<file path="config.mk">
export PLATFORM = sky130hd
export DESIGN_NAME = mc_ctrl_fsm
export DESIGN_NICKNAME = d
export VERILOG_FILES = /design/src/rtl/mc_ctrl_pkg.sv /design/src/rtl/mc_alu_dec.sv /design/src/rtl/mc_ctrl_fsm.sv
export SDC_FILE = /design/constraint.sdc
export NUM_CORES = 1
export LEC_CHECK = 0
export ABC_CLOCK_PERIOD_IN_PS = 4880
export CORE_ASPECT_RATIO = 0.8
export CORE_MARGIN = 3
export CORE_UTILIZATION = 45
export DETAILED_ROUTE_END_ITERATION = 16
export PLACE_DENSITY = 0.93
export SYNTH_ARGS = -nofsm -noshare
export SYNTH_HDL_FRONTEND = slang
export SYNTH_SLANG_ARGS = --single-unit
</file>
<file path="constraint.sdc">
create_clock -name clk -period 4.88 [get_ports clk]
set_clock_uncertainty 0.2 [all_clocks]
set_input_delay 0.732 -clock clk [delete_from_list [all_inputs] [get_ports clk]]
set_output_delay 0.732 -clock clk [all_outputs]
set_load 0.05 [all_outputs]
</file>
<file path="src/rtl/mc_ctrl_pkg.sv">
// Shared types and encodings for the multicycle MIPS control unit.
// State enum, instruction field codes, ALU operation codes and datapath mux selects.
package mc_ctrl_pkg;

    typedef enum logic [3:0] {
        FETCH  = 4'd0,
        DECODE = 4'd1,
        EXEC_R = 4'd2,
        WB_R   = 4'd3,
        EXEC_I = 4'd4,
        WB_I   = 4'd5,
        ADDR   = 4'd6,
        MEM_RD = 4'd7,
        MEM_WB = 4'd8,
        MEM_WR = 4'd9,
        BRANCH = 4'd10,
        JUMP   = 4'd11
    } state_t;

    localparam logic [5:0] OP_RTYPE = 6'b000000;
    localparam logic [5:0] OP_J     = 6'b000010;
    localparam logic [5:0] OP_BEQ   = 6'b000100;
    localparam logic [5:0] OP_BNE   = 6'b000101;
    localparam logic [5:0] OP_ADDI  = 6'b001000;
    localparam logic [5:0] OP_ANDI  = 6'b001100;
    localparam logic [5:0] OP_ORI   = 6'b001101;
    localparam logic [5:0] OP_XORI  = 6'b001110;
    localparam logic [5:0] OP_LUI   = 6'b001111;
    localparam logic [5:0] OP_LW    = 6'b100011;
    localparam logic [5:0] OP_SW    = 6'b101011;

    localparam logic [5:0] FN_ADD = 6'b100000;
    localparam logic [5:0] FN_SUB = 6'b100010;
    localparam logic [5:0] FN_AND = 6'b100100;
    localparam logic [5:0] FN_OR  = 6'b100101;
    localparam logic [5:0] FN_XOR = 6'b100110;
    localparam logic [5:0] FN_SLL = 6'b000000;
    localparam logic [5:0] FN_SRL = 6'b000010;

    localparam int ALU_OP_W = 4;
    localparam logic [ALU_OP_W-1:0] ALU_ADD = 4'd0;
    localparam logic [ALU_OP_W-1:0] ALU_SUB = 4'd1;
    localparam logic [ALU_OP_W-1:0] ALU_AND = 4'd2;
    localparam logic [ALU_OP_W-1:0] ALU_OR  = 4'd3;
    localparam logic [ALU_OP_W-1:0] ALU_XOR = 4'd4;
    localparam logic [ALU_OP_W-1:0] ALU_SLL = 4'd5;
    localparam logic [ALU_OP_W-1:0] ALU_SRL = 4'd6;
    localparam logic [ALU_OP_W-1:0] ALU_LUI = 4'd7;

    localparam logic [1:0] SRCA_PC    = 2'b00;
    localparam logic [1:0] SRCA_REG   = 2'b01;
    localparam logic [1:0] SRCA_SHAMT = 2'b10;

    localparam logic [1:0] SRCB_REG    = 2'b00;
    localparam logic [1:0] SRCB_FOUR   = 2'b01;
    localparam logic [1:0] SRCB_IMM    = 2'b10;
    localparam logic [1:0] SRCB_IMM_SH = 2'b11;

    localparam logic [1:0] PCSRC_ALU    = 2'b00;
    localparam logic [1:0] PCSRC_ALUOUT = 2'b01;
    localparam logic [1:0] PCSRC_JUMP   = 2'b10;

endpackage

</file>
<file path="src/rtl/mc_alu_dec.sv">
// Combinational instruction decode: ALU operation, immediate extension mode and legality.
// Branch/jump opcodes are only legal when BRANCH_EN is set.
module mc_alu_dec
    import mc_ctrl_pkg::*;
#(
    parameter int BRANCH_EN = 1
) (
    input  logic [5:0]          opcode,
    input  logic [5:0]          funct,
    output logic [ALU_OP_W-1:0] alu_op,
    output logic                ext_zero,
    output logic                legal
);

    always_comb begin
        alu_op   = ALU_ADD;
        ext_zero = 1'b0;
        legal    = 1'b0;
        case (opcode)
            OP_RTYPE: begin
                legal = 1'b1;
                case (funct)
                    FN_ADD:  alu_op = ALU_ADD;
                    FN_SUB:  alu_op = ALU_SUB;
                    FN_AND:  alu_op = ALU_AND;
                    FN_OR:   alu_op = ALU_OR;
                    FN_XOR:  alu_op = ALU_XOR;
                    FN_SLL:  alu_op = ALU_SLL;
                    FN_SRL:  alu_op = ALU_SRL;
                    default: legal  = 1'b0;
                endcase
            end
            OP_ADDI: legal = 1'b1;
            OP_ANDI: begin alu_op = ALU_AND; ext_zero = 1'b1; legal = 1'b1; end
            OP_ORI:  begin alu_op = ALU_OR;  ext_zero = 1'b1; legal = 1'b1; end
            OP_XORI: begin alu_op = ALU_XOR; ext_zero = 1'b1; legal = 1'b1; end
            OP_LUI:  begin alu_op = ALU_LUI; ext_zero = 1'b1; legal = 1'b1; end
            OP_LW, OP_SW: legal = 1'b1;
            OP_BEQ, OP_BNE: begin
                alu_op = ALU_SUB;
                legal  = (BRANCH_EN != 0);
            end
            OP_J:    legal = (BRANCH_EN != 0);
            default: legal = 1'b0;
        endcase
    end

endmodule

</file>
<file path="src/rtl/mc_ctrl_fsm.sv">
// Multicycle MIPS control unit: registered state, Moore decode of state plus IR fields.
// All outputs are forced low while rst_n is asserted so no enable survives a reset.
module mc_ctrl_fsm
    import mc_ctrl_pkg::*;
#(
    parameter int ALU_CTRL_W  = 4,
    parameter int MEM_WAIT_EN = 1,
    parameter int BRANCH_EN   = 1
) (
    input  logic                  clk,
    input  logic                  rst_n,
    input  logic [5:0]            opcode,
    input  logic [5:0]            funct,
    input  logic                  zero,
    input  logic                  mem_ready,
    output logic                  pc_write,
    output logic [1:0]            pc_src,
    output logic                  iord,
    output logic                  mem_read,
    output logic                  mem_write,
    output logic                  ir_write,
    output logic                  reg_dst,
    output logic                  mem_to_reg,
    output logic                  reg_write,
    output logic [1:0]            alu_src_a,
    output logic [1:0]            alu_src_b,
    output logic                  ext_zero,
    output logic [ALU_CTRL_W-1:0] alu_ctrl,
    output logic                  illegal,
    output logic [3:0]            state_o
);

    state_t              state;
    logic                rdy;
    logic [ALU_OP_W-1:0] dec_op;
    logic                dec_ext;
    logic                dec_legal;
    logic [ALU_OP_W-1:0] alu_op;

    assign rdy     = (MEM_WAIT_EN != 0) ? mem_ready : 1'b1;
    assign state_o = state;

    mc_alu_dec #(.BRANCH_EN(BRANCH_EN)) u_dec (
        .opcode   (opcode),
        .funct    (funct),
        .alu_op   (dec_op),
        .ext_zero (dec_ext),
        .legal    (dec_legal)
    );

    always_ff @(posedge clk or negedge rst_n) begin
        if (!rst_n) begin
            state <= FETCH;
        end else begin
            case (state)
                FETCH:  if (rdy) state <= DECODE;
                DECODE: begin
                    if (!dec_legal) begin
                        state <= FETCH;
                    end else begin
                        case (opcode)
                            OP_RTYPE:                               state <= EXEC_R;
                            OP_ADDI, OP_ANDI, OP_ORI, OP_XORI, OP_LUI: state <= EXEC_I;
                            OP_LW, OP_SW:                           state <= ADDR;
                            OP_BEQ, OP_BNE:                         state <= BRANCH;
                            OP_J:                                   state <= JUMP;
                            default:                                state <= FETCH;
                        endcase
                    end
                end
                EXEC_R: state <= WB_R;
                EXEC_I: state <= WB_I;
                ADDR:   state <= (opcode == OP_LW) ? MEM_RD : MEM_WR;
                MEM_RD: if (rdy) state <= MEM_WB;
                MEM_WR: if (rdy) state <= FETCH;
                default: state <= FETCH;
            endcase
        end
    end

    always_comb begin
        pc_write   = 1'b0;
        pc_src     = PCSRC_ALU;
        iord       = 1'b0;
        mem_read   = 1'b0;
        mem_write  = 1'b0;
        ir_write   = 1'b0;
        reg_dst    = 1'b0;
        mem_to_reg = 1'b0;
        reg_write  = 1'b0;
        alu_src_a  = SRCA_PC;
        alu_src_b  = SRCB_REG;
        ext_zero   = 1'b0;
        alu_op     = ALU_ADD;
        illegal    = 1'b0;
        if (rst_n) begin
            case (state)
                FETCH: begin
                    mem_read  = 1'b1;
                    alu_src_b = SRCB_FOUR;
                    ir_write  = rdy;
                    pc_write  = rdy;
                end
                DECODE: begin
                    alu_src_b = SRCB_IMM_SH;
                    illegal   = ~dec_legal;
                end
                EXEC_R: begin
                    alu_src_a = (funct == FN_SLL || funct == FN_SRL) ? SRCA_SHAMT : SRCA_REG;
                    alu_op    = dec_op;
                end
                WB_R: begin
                    reg_dst   = 1'b1;
                    reg_write = 1'b1;
                end
                EXEC_I: begin
                    alu_src_a = SRCA_REG;
                    alu_src_b = SRCB_IMM;
                    alu_op    = dec_op;
                    ext_zero  = dec_ext;
                end
                // The ALU result is still being written back, so keep its controls steady.
                WB_I: begin
                    reg_write = 1'b1;
                    alu_op    = dec_op;
                    ext_zero  = dec_ext;
                end
                ADDR: begin
                    alu_src_a = SRCA_REG;
                    alu_src_b = SRCB_IMM;
                end
                MEM_RD: begin
                    iord     = 1'b1;
                    mem_read = 1'b1;
                end
                MEM_WB: begin
                    mem_to_reg = 1'b1;
                    reg_write  = 1'b1;
                end
                MEM_WR: begin
                    iord      = 1'b1;
                    mem_write = 1'b1;
                end
                BRANCH: begin
                    alu_src_a = SRCA_REG;
                    alu_op    = ALU_SUB;
                    pc_src    = PCSRC_ALUOUT;
                    pc_write  = (opcode == OP_BEQ) ? zero : ~zero;
                end
                JUMP: begin
                    pc_src   = PCSRC_JUMP;
                    pc_write = 1'b1;
                end
                default: ;
            endcase
        end
    end

    assign alu_ctrl = ALU_CTRL_W'(alu_op);

endmodule

</file>
==> reports/results.txt, run 1 <==
Crit path cell chain - clkdlybuf4s50_1 > nor2b_1 > o211a_1 > a211o_1 > nor2_1 > clkdlybuf4s50_1
Cell count after synthesis - 135
Initial Util - 51.07%
Die area - 2569 µm²
Cell internal pwr - 0.1648 mW
Crit start category - input pin
R2R Path End - state_o[0]
Synth area leader - dfrtp_1
Critical path's largest stage delay - 0.80 ns
Clk_lat worst skew - 0.23 ns
# fillers - 160
Max reg flops - 4
Clock power share - 10.9%
Largest net degree at the start of global routing - 22
Power Dens Cells - 303.3 nW/µm²
CP Capture Type - output pin
NetSw - 0.2128 mW
CTS max path bufs - 2
Post-Synth XOR/XNOR Area - 1.953%
Adder-cell share of the synthesized area - 0%
FFs w/ async S/R, synth - 100.0%
Clock transition at the registers of the reported paths - 0.04 ns
Design Power - 0.3775 mW
Sw Share - 56.35%
Max-slew violation count - 0
# hold bufs at CTS - 0
Avg Vias per Cell - 5.968
Setup_tns - 0 ns
Most used cell, CP - clkdlybuf4s50_1
Slowest CP cell - clkdlybuf4s50_1
Top cells by count, synth - nor2_1, nand2_1, buf_4
Post-synthesis sequential area ratio - 11.16%
Layout cells sized above 1 - 4.848%
Count leader, synth - nor2_1
Number of setup buffers added after CTS - 0
Max Freq - 251.3 MHz
Pre-Repair DR Iteration Count - 4
Post-synth EDFFs - 0
Post-synthesis average cell area - 6.645 µm²
WP data arrival - 3.05 ns
Worst Path Required - 3.95 ns
Clock period minus worst slack - 3.979 ns
Logic pwr share - 69.0%
Global-route wire length before repair - 4450 µm
CP Max Fanout - 11
Synth unique cells - 42
DP Wirelength - 2042 µm
Reg2reg start - state_o[0]
Hold Crit Start - state_o[3]
Post-Syn Nets - 151
Main combinational cell family by area after synthesis - simple AND/OR/NAND/NOR gates
Via count - 1116
Pleak - 0.4492 nW
Vias in the first global route - 963
Hold WC Path Type - reg2reg
Antenna fix cells - 0
Crit share post-route - 81.54%
Post-CTS Resized - 0
Drt wl/cell - 14.70 µm
Num ports - 40
Post-synthesis mux area share - 0%
PortBufs - 38
Endpoints failing setup - 0
Hold EP - state_o[3]
Global route overflow - 0
Root buf cell - clkbuf_4
Core area - 1757 µm²
Sequential share of power - 20.1%
Nets@finish - 183
Sink Count - 4
CTS tree - yes
Drc violations - 0
Total Routing Usage GR - 21.81%
Reg2reg path depth - 4
# rows - 13
Num CTS Buffers - 3
Die height - 45.94 µm
Hold Crit Depth - 2
Worst R2R Setup Slack - 2.95 ns
Die Span X - 55.92 µm
DR iter-0 viols - 22
Worst setup path class - in2out
Outcome - finished clean
Syn. warnings - 0
Mapped Area - 897.1 µm²
Leading register cell type out of synthesis - dfrtp_1
Layout area overhead - 38.77%
Final RePlAce weighted congestion - 0.8637
Complex-gate fraction of the synthesized area - 29.99%
Area contributors post-synth - dfrtp_1, nor2_1, buf_4, nand2_1, a21oi_1
Worst Tran Pin Value - 0.6300 ns
Slew headroom - 58.00%
Post-synthesis simple-gate area fraction - 45.61%
RSZ-0062 raised after global routing - no
Max rail drop VDD - 0.0002535 V
Worst Setup SP - opcode[2]
Detailed-route wire length - 2748 µm
FF+latch count, synth - 4
Maxcap violations - 0
H-tree levels - 1
Initial antenna violation count - 0
Hold Vio Cnt, Final - 0
Share of the synthesized area in the top cell type - 11.16%
Final ANT Viol Nets - 0
==> power by group through the flow <==
stage / Clock, mW / Sequential, mW / Combinational, mW
3_5_place_dp: 0 / 0.0754 / 0.258
2_1_floorplan: 0 / 0.0694 / 0.195
4_1_cts: 0.0430 / 0.0750 / 0.260
6_report: 0.0413 / 0.0758 / 0.260
3_3_place_gp: 0 / 0.0748 / 0.254
5_1_grt: 0.0447 / 0.0800 / 0.280
==> per-layer routing <==
layer  part of all wire, %  global-route usage [%]  up-vias
met4                  0.44                   4.739        0
met5                     0                       0        -
met1                    47                   30.50      517
met3                   8.6                   5.382        2
li1                      -                       -      550
met2                    44                   34.20       47
==> worst max-delay path, delay by kind of cell <==
family	cells	cell delay, ns
AO/OA/AOI/OAI	2	0.58
buffers and inverters	2	1.37
AND/OR/NAND/NOR	2	0.36
==> worst max-delay path by stage <==
stage	cells past startpoint	endpoint	slack, ns
3_3_place_gp	6	illegal	0.93
6_report	6	illegal	0.90
2_1_floorplan	5	pc_write	1.63
5_1_grt	5	alu_ctrl[0]	0.77
3_5_place_dp	6	illegal	0.91
4_1_cts	6	illegal	0.91
==> stage by stage <==
| step | util (%) | hold WS, ns | worst slack (ns) | instances | instance area [µm²] |
|---|---|---|---|---|---|
| final | 70.87 | 0.5955 | 0.9009 | 187 | 1245 |
| after global routing | 70.87 | 0.6432 | 0.7717 | 187 | 1245 |
| after CTS | 70.87 | 0.5924 | 0.9130 | 187 | 1245 |
| after detailed placement | 69.59 | 0.5867 | 0.9123 | 184 | 1222 |
| after global placement | 69.59 | 0.5619 | 0.9301 | 184 | 1222 |
| after floorplan | - | 0.2364 | 1.628 | 135 | 897.1 |
==> kinds of logic after synthesis <==
family | count (synthesis)
xor+xnor | 2
flops | 4
simple gates | 75
buf+inv | 15
other cells | 1
compound gates | 38
==> area by class of cell <==
cell class,count,area (µm²),area share [%]
multi-input combinational,116,699.4,56.18
timing repair buffer,38,380.4,30.55
sequential,4,100.1,8.040
tap,22,27.53,2.211
clock buffer,3,22.52,1.809
inverter,4,15.01,1.206
==> placed cells by master, fill, tap and decap left out, drive strengths merged, types with 3 or more instances in the layout <==
| cell | instances |
|---|---|
| clkdlybuf4s50 | 38 |
| nor2 | 21 |
| nand2 | 13 |
| a21oi | 8 |
| nand2b | 6 |
| nor3 | 6 |
| nand3 | 5 |
| nor2b | 5 |
| nor3b | 5 |
| o21ai | 5 |
| dfrtp | 4 |
| inv | 4 |
| and2 | 3 |
| o21bai | 3 |
| o22ai | 3 |
| o32ai | 3 |
| clkbuf | 3 |
| nand4b | 3 |
Power figures use the tool's default switching activity.
==> run 2, diff against run 1 <==
- ABC_CLOCK_PERIOD_IN_PS: 4880 -> 3550
- CORE_UTILIZATION: 45 -> 38
- PLACE_DENSITY: 0.93 -> 0.85
- clock period: 4.88 -> 3.55 ns (I/O delays scaled with it)
==> reports/results.txt, run 2 (synthesis gave the netlist of run 1 again) <==
Worst setup path class - in2out
Via count - 1154
Endpoints failing setup - 0
Cells after DPL - 190
Vias in the first global route - 1030
Cell internal pwr - 0.2433 mW
Final Instance Area - 1296 µm²
Clk_lat worst skew - 0.25 ns
Avg Vias per Cell - 5.979
Commonest non-fill, non-tap cell in the layout - clkdlybuf4s50_1
Max-slew violation count - 0
Post-CTS Resized - 0
DP Wirelength - 2094 µm
Critical path's largest stage delay - 0.83 ns
Die area - 2984 µm²
Max Freq - 308.7 MHz
Initial antenna violation count - 0
Total Routing Usage GR - 20.19%
PortBufs - 38
Layout area overhead - 44.49%
Setup_tns - 0 ns
CP top delay family - buffers and inverters
# hold bufs at CTS - 0
Final ANT Viol Nets - 0
Final RePlAce weighted congestion - 0.8524
Pleak - 0.4961 nW
CP Max Fanout - 12
Sw Share - 55.84%
Clock period minus worst slack - 3.239 ns
Crit path cell chain - clkdlybuf4s50_1 > nand2b_1 > nor3_1 > clkdlybuf4s50_1
# rows - 15
Worst Path Required - 2.82 ns
Num ports - 40
Core area - 2196 µm²
Sink Count - 4
Pre-Repair DR Iteration Count - 4
Clock power share - 11.0%
Power Dens Cells - 425.0 nW/µm²
Root buf cell - clkbuf_4
Placed Area - 1274 µm²
Slowest CP cell - clkdlybuf4s50_1
# fillers - 211
Clock transition at the registers of the reported paths - 0.05 ns
Die height - 49.46 µm
Crit start category - input pin
CP Capture Type - output pin
Drt wl/cell - 14.60 µm
Layout cells sized above 1 - 12.50%
Num CTS Buffers - 3
RSZ-0062 raised after global routing - no
DR iter-0 viols - 67
Global route overflow - 0
CTS max path bufs - 2
Logic pwr share - 74.5%
Drc violations - 0
CTS tree - yes
Detailed-route wire length - 2817 µm
Sequential share of power - 14.6%
Largest net degree at the start of global routing - 20
Hold Vio Cnt, Final - 0
Number of setup buffers added after CTS - 0
Max rail drop VDD - 0.0003735 V
NetSw - 0.3076 mW
Hold WC Path Type - in2async
Non-Filler Instances - 193
Max reg flops - 4
Nets@finish - 186
Antenna fix cells - 0
Slew headroom - 65.80%
Most used cell, CP - clkdlybuf4s50_1
Global-route wire length before repair - 4657 µm
Commonest cells after routing, fill and taps aside - clkdlybuf4s50_1, nor2_1, nand2_1
Worst Tran Pin Value - 0.5113 ns
Critical path buffers and inverters - 2
H-tree levels - 1
WP data arrival - 2.51 ns
Maxcap violations - 0
Crit share post-route - 91.24%
Initial Util - 40.85%
Outcome - finished clean
Die Span X - 60.33 µm
run 2: cell types whose count changed in the layout (fill, tap and decap cells not counted):
cell and change:
buf_4 +9, buf_12 +4, clkdlybuf4s50_1 -10
run 2: per-layer routing:
metal,track usage (%),vias up,part of all wire (%)
li1,-,563,-
met2,29.14,62,45
met5,0,-,0
met3,3.665,4,8.7
met4,7.749,0,1.1
met1,29.18,525,45
run 2: final cells by class:
class / instances / area (µm²) / area share (%)
inverter: 4 / 15.01 / 1.158
clock buffer: 3 / 22.52 / 1.737
tap: 25 / 31.28 / 2.413
multi-input combinational: 116 / 699.4 / 53.96
timing repair buffer: 41 / 427.9 / 33.01
sequential: 4 / 100.1 / 7.722
run 2: worst paths after layout:
path                                 start  cells past startpoint  slack, ns           end
worst max-delay path                 rst_n                      4       0.31  alu_src_b[0]
worst min-delay path                 rst_n                      1       0.40    state_o[1]
worst max register to register  state_o[0]                      5       1.52    state_o[0]
worst min register to register  state_o[2]                      2       0.61    state_o[2]
max in group asynchronous            rst_n                      1       2.43    state_o[0]
min in group clk                state_o[2]                      2       0.61    state_o[2]
run 2: worst register-to-register path: stages (launching register included):
cell and delay [ns]:
dfrtp_1 0.59, buf_4 0.24, nor4b_2 0.38, nand2_1 0.11, o32ai_1 0.25, and3_1 0.19
run 2: metrics by stage:
| step | worst slack, ns | hold slack (ns) | power, mW | util (%) |
|---|---|---|---|---|
| final | 0.3110 | 0.3993 | 0.5509 | 59.03 |
| after global placement | 0.3801 | 0.5865 | 0.4757 | 58.01 |
| after floorplan | 0.4970 | 0.03691 | 0.3638 | - |
| after CTS | 0.2987 | 0.3952 | 0.5482 | 59.03 |
| after detailed placement | 0.3091 | 0.5988 | 0.4844 | 58.01 |
| after global routing | 0.1356 | 0.4320 | 0.5868 | 59.03 |
run 2: power groups by stage:
stage | clock, mW | sequential, mW | combinational [mW]
finish | 0.0604 | 0.0803 | 0.410
global route | 0.0665 | 0.0817 | 0.439
CTS | 0.0628 | 0.0791 | 0.406
detailed placement | 0 | 0.0795 | 0.405
global placement | 0 | 0.0785 | 0.397
floorplan | 0 | 0.0954 | 0.268
==> run 3, diff against run 2 <==
- ABC_AREA: default -> 1
- CORE_UTILIZATION: 38 -> 35
- PLACE_DENSITY: 0.85 -> 0.83
==> reports/results.txt, run 3 <==
Maxcap violations - 0
Sequential Area - 100.1 µm²
Commonest cells after routing, fill and taps aside - nand2_1, clkdlybuf4s50_1, nand3_1, nor2_1, inv_1
Met3 Resource Use GR - 2.156%
CP Capture Type - output pin
Post-synth EDFFs - 0
Hold WC Path Type - in2async
Layout area overhead - 52.71%
Total Routing Usage GR - 16.98%
Area of the multi-input gates - 563.0 µm²
Max rail drop VDD - 0.0002896 V
Num ports - 40
Clock transition at the registers of the reported paths - 0.03 ns
DR iter-0 viols - 46
Pleak - 0.6049 nW
Vias in the first global route - 904
Design Power - 0.4634 mW
Final RePlAce weighted congestion - 0.8862
Endpoints failing setup - 0
Reg2reg start - state_o[3]
Commonest non-fill, non-tap cell in the layout - nand2_1
Number of setup buffers added after CTS - 0
RSZ-0062 raised after global routing - no
Avg Vias per Cell - 5.100
Post-Syn Nets - 164
Cell count after synthesis - 148
Hold Vio Cnt, Final - 0
Post-synthesis average cell area - 5.149 µm²
Core area - 1962 µm²
Sink Count - 4
PortBufs - 38
Pre-CTS setup slack - 0.3120 ns
Worst Tran Pin Value - 0.4989 ns
Largest net degree at the start of global routing - 16
Die Span X - 58.17 µm
Worst setup path class - in2out
Setup_tns - 0 ns
Post-synthesis sequential area ratio - 13.14%
Num CTS Buffers - 3
Slew headroom - 66.64%
Worst Setup Slack, final - 0.3061 ns
# fillers - 211
Nets@finish - 205
CP Max Fanout - 6
CTS max path bufs - 2
Max Freq - 308.3 MHz
Power Dens Cells - 398.2 nW/µm²
# rows - 14
Drc violations - 0
Via count - 1076
Synth unique cells - 25
Drt wl/cell - 11.24 µm
Worst Path Required - 2.82 ns
Syn. warnings - 0
FF+latch count, synth - 4
Max reg flops - 4
R2R Path End - state_o[0]
CTS tree - yes
FFs w/ async S/R, synth - 100.0%
Reg2reg path depth - 6
Leading register cell type out of synthesis - dfrtp_1
Layout cells sized above 1 - 13.90%
Crit share post-route - 91.38%
Die area - 2777 µm²
Global route overflow - 0
Top cells by count, synth - nand2_1, nand3_1, nor2_1
GR peak layer - met2
Synth area leader - nand3_1
Max-slew violation count - 0
Final ANT Viol Nets - 0
DP Wirelength - 1987 µm
H-tree levels - 1
Area contributors post-synth - nand3_1, nand2_1, dfrtp_1, nor2_1, inv_1
Count leader, synth - nand2_1
Root buf cell - clkbuf_4
Clk_lat worst skew - 0.23 ns
Crit start category - input pin
Grt met2 use - 27.48%
Clock period minus worst slack - 3.244 ns
WP data arrival - 2.51 ns
Post-CTS Resized - 0
Pre-Repair DR Iteration Count - 4
# hold bufs at CTS - 0
Global-route wire length before repair - 3698 µm
Share of the synthesized area in the top cell type - 17.08%
Mapped Area - 762.0 µm²
Worst Setup SP - opcode[0]
Outcome - finished clean
Antenna fix cells - 0
M1 GR Usage - 24.24%
Die height - 47.74 µm
Worst R2R Setup Slack - 1.95 ns
Initial antenna violation count - 0
Initial Util - 38.84%
Detailed-route wire length - 2372 µm
-- run 3: worst max-delay path by stage --
stage | endpoint | slack [ns] | depth (start not counted)
floorplan | illegal | 0.59 | 4
global placement | pc_write | 0.34 | 7
detailed placement | pc_write | 0.31 | 7
CTS | pc_write | 0.32 | 7
global route | pc_write | 0.13 | 7
finish | pc_write | 0.31 | 7
-- run 3: cell type report --
cell class                 count  area share, %
multi-input combinational    119          48.39
timing repair buffer          39          31.40
sequential                     4          8.602
inverter                      22          7.097
tap                           24          2.581
clock buffer                   3          1.935
-- run 3: report_power, final --
part           switching (mW)  internal [mW]
logic                   0.228          0.103
registers              0.0234         0.0557
clock network          0.0159         0.0376
total                   0.267          0.196
-- run 3: worst max-delay path, cell delays in order --
cell	delay [ns]
clkdlybuf4s50_1	0.49
nor2_1	0.22
nand3_1	0.11
or2_2	0.28
nand3_1	0.08
a31oi_1	0.07
clkdlybuf4s50_1	0.72
-- run 3: cells by family after synthesis --
logic type	share of synthesized area (%)
other	0.4921
AOI/OAI and AO/OA	11.00
DFF	13.14
and+or+nand+nor	62.40
buffers and inverters	12.97
-- run 3: stage by stage --
stage,utilization (%),hold slack [ns],instance area [µm²],std cells
6_report,59.31,0.4004,1164,211
5_1_grt,59.31,0.3990,1164,211
4_1_cts,59.31,0.3934,1164,211
3_3_place_gp,58.16,0.5185,1141,208
3_5_place_dp,58.16,0.5305,1141,208
2_1_floorplan,-,0.03691,762.0,148
-- run 3: metal layers --
metal | routed length, µm | vias to the layer above
li1 | - | 553
met1 | 1084 | 476
met2 | 1101 | 47
met3 | 186 | 0
met4 | 0 | 0
met5 | 0 | -
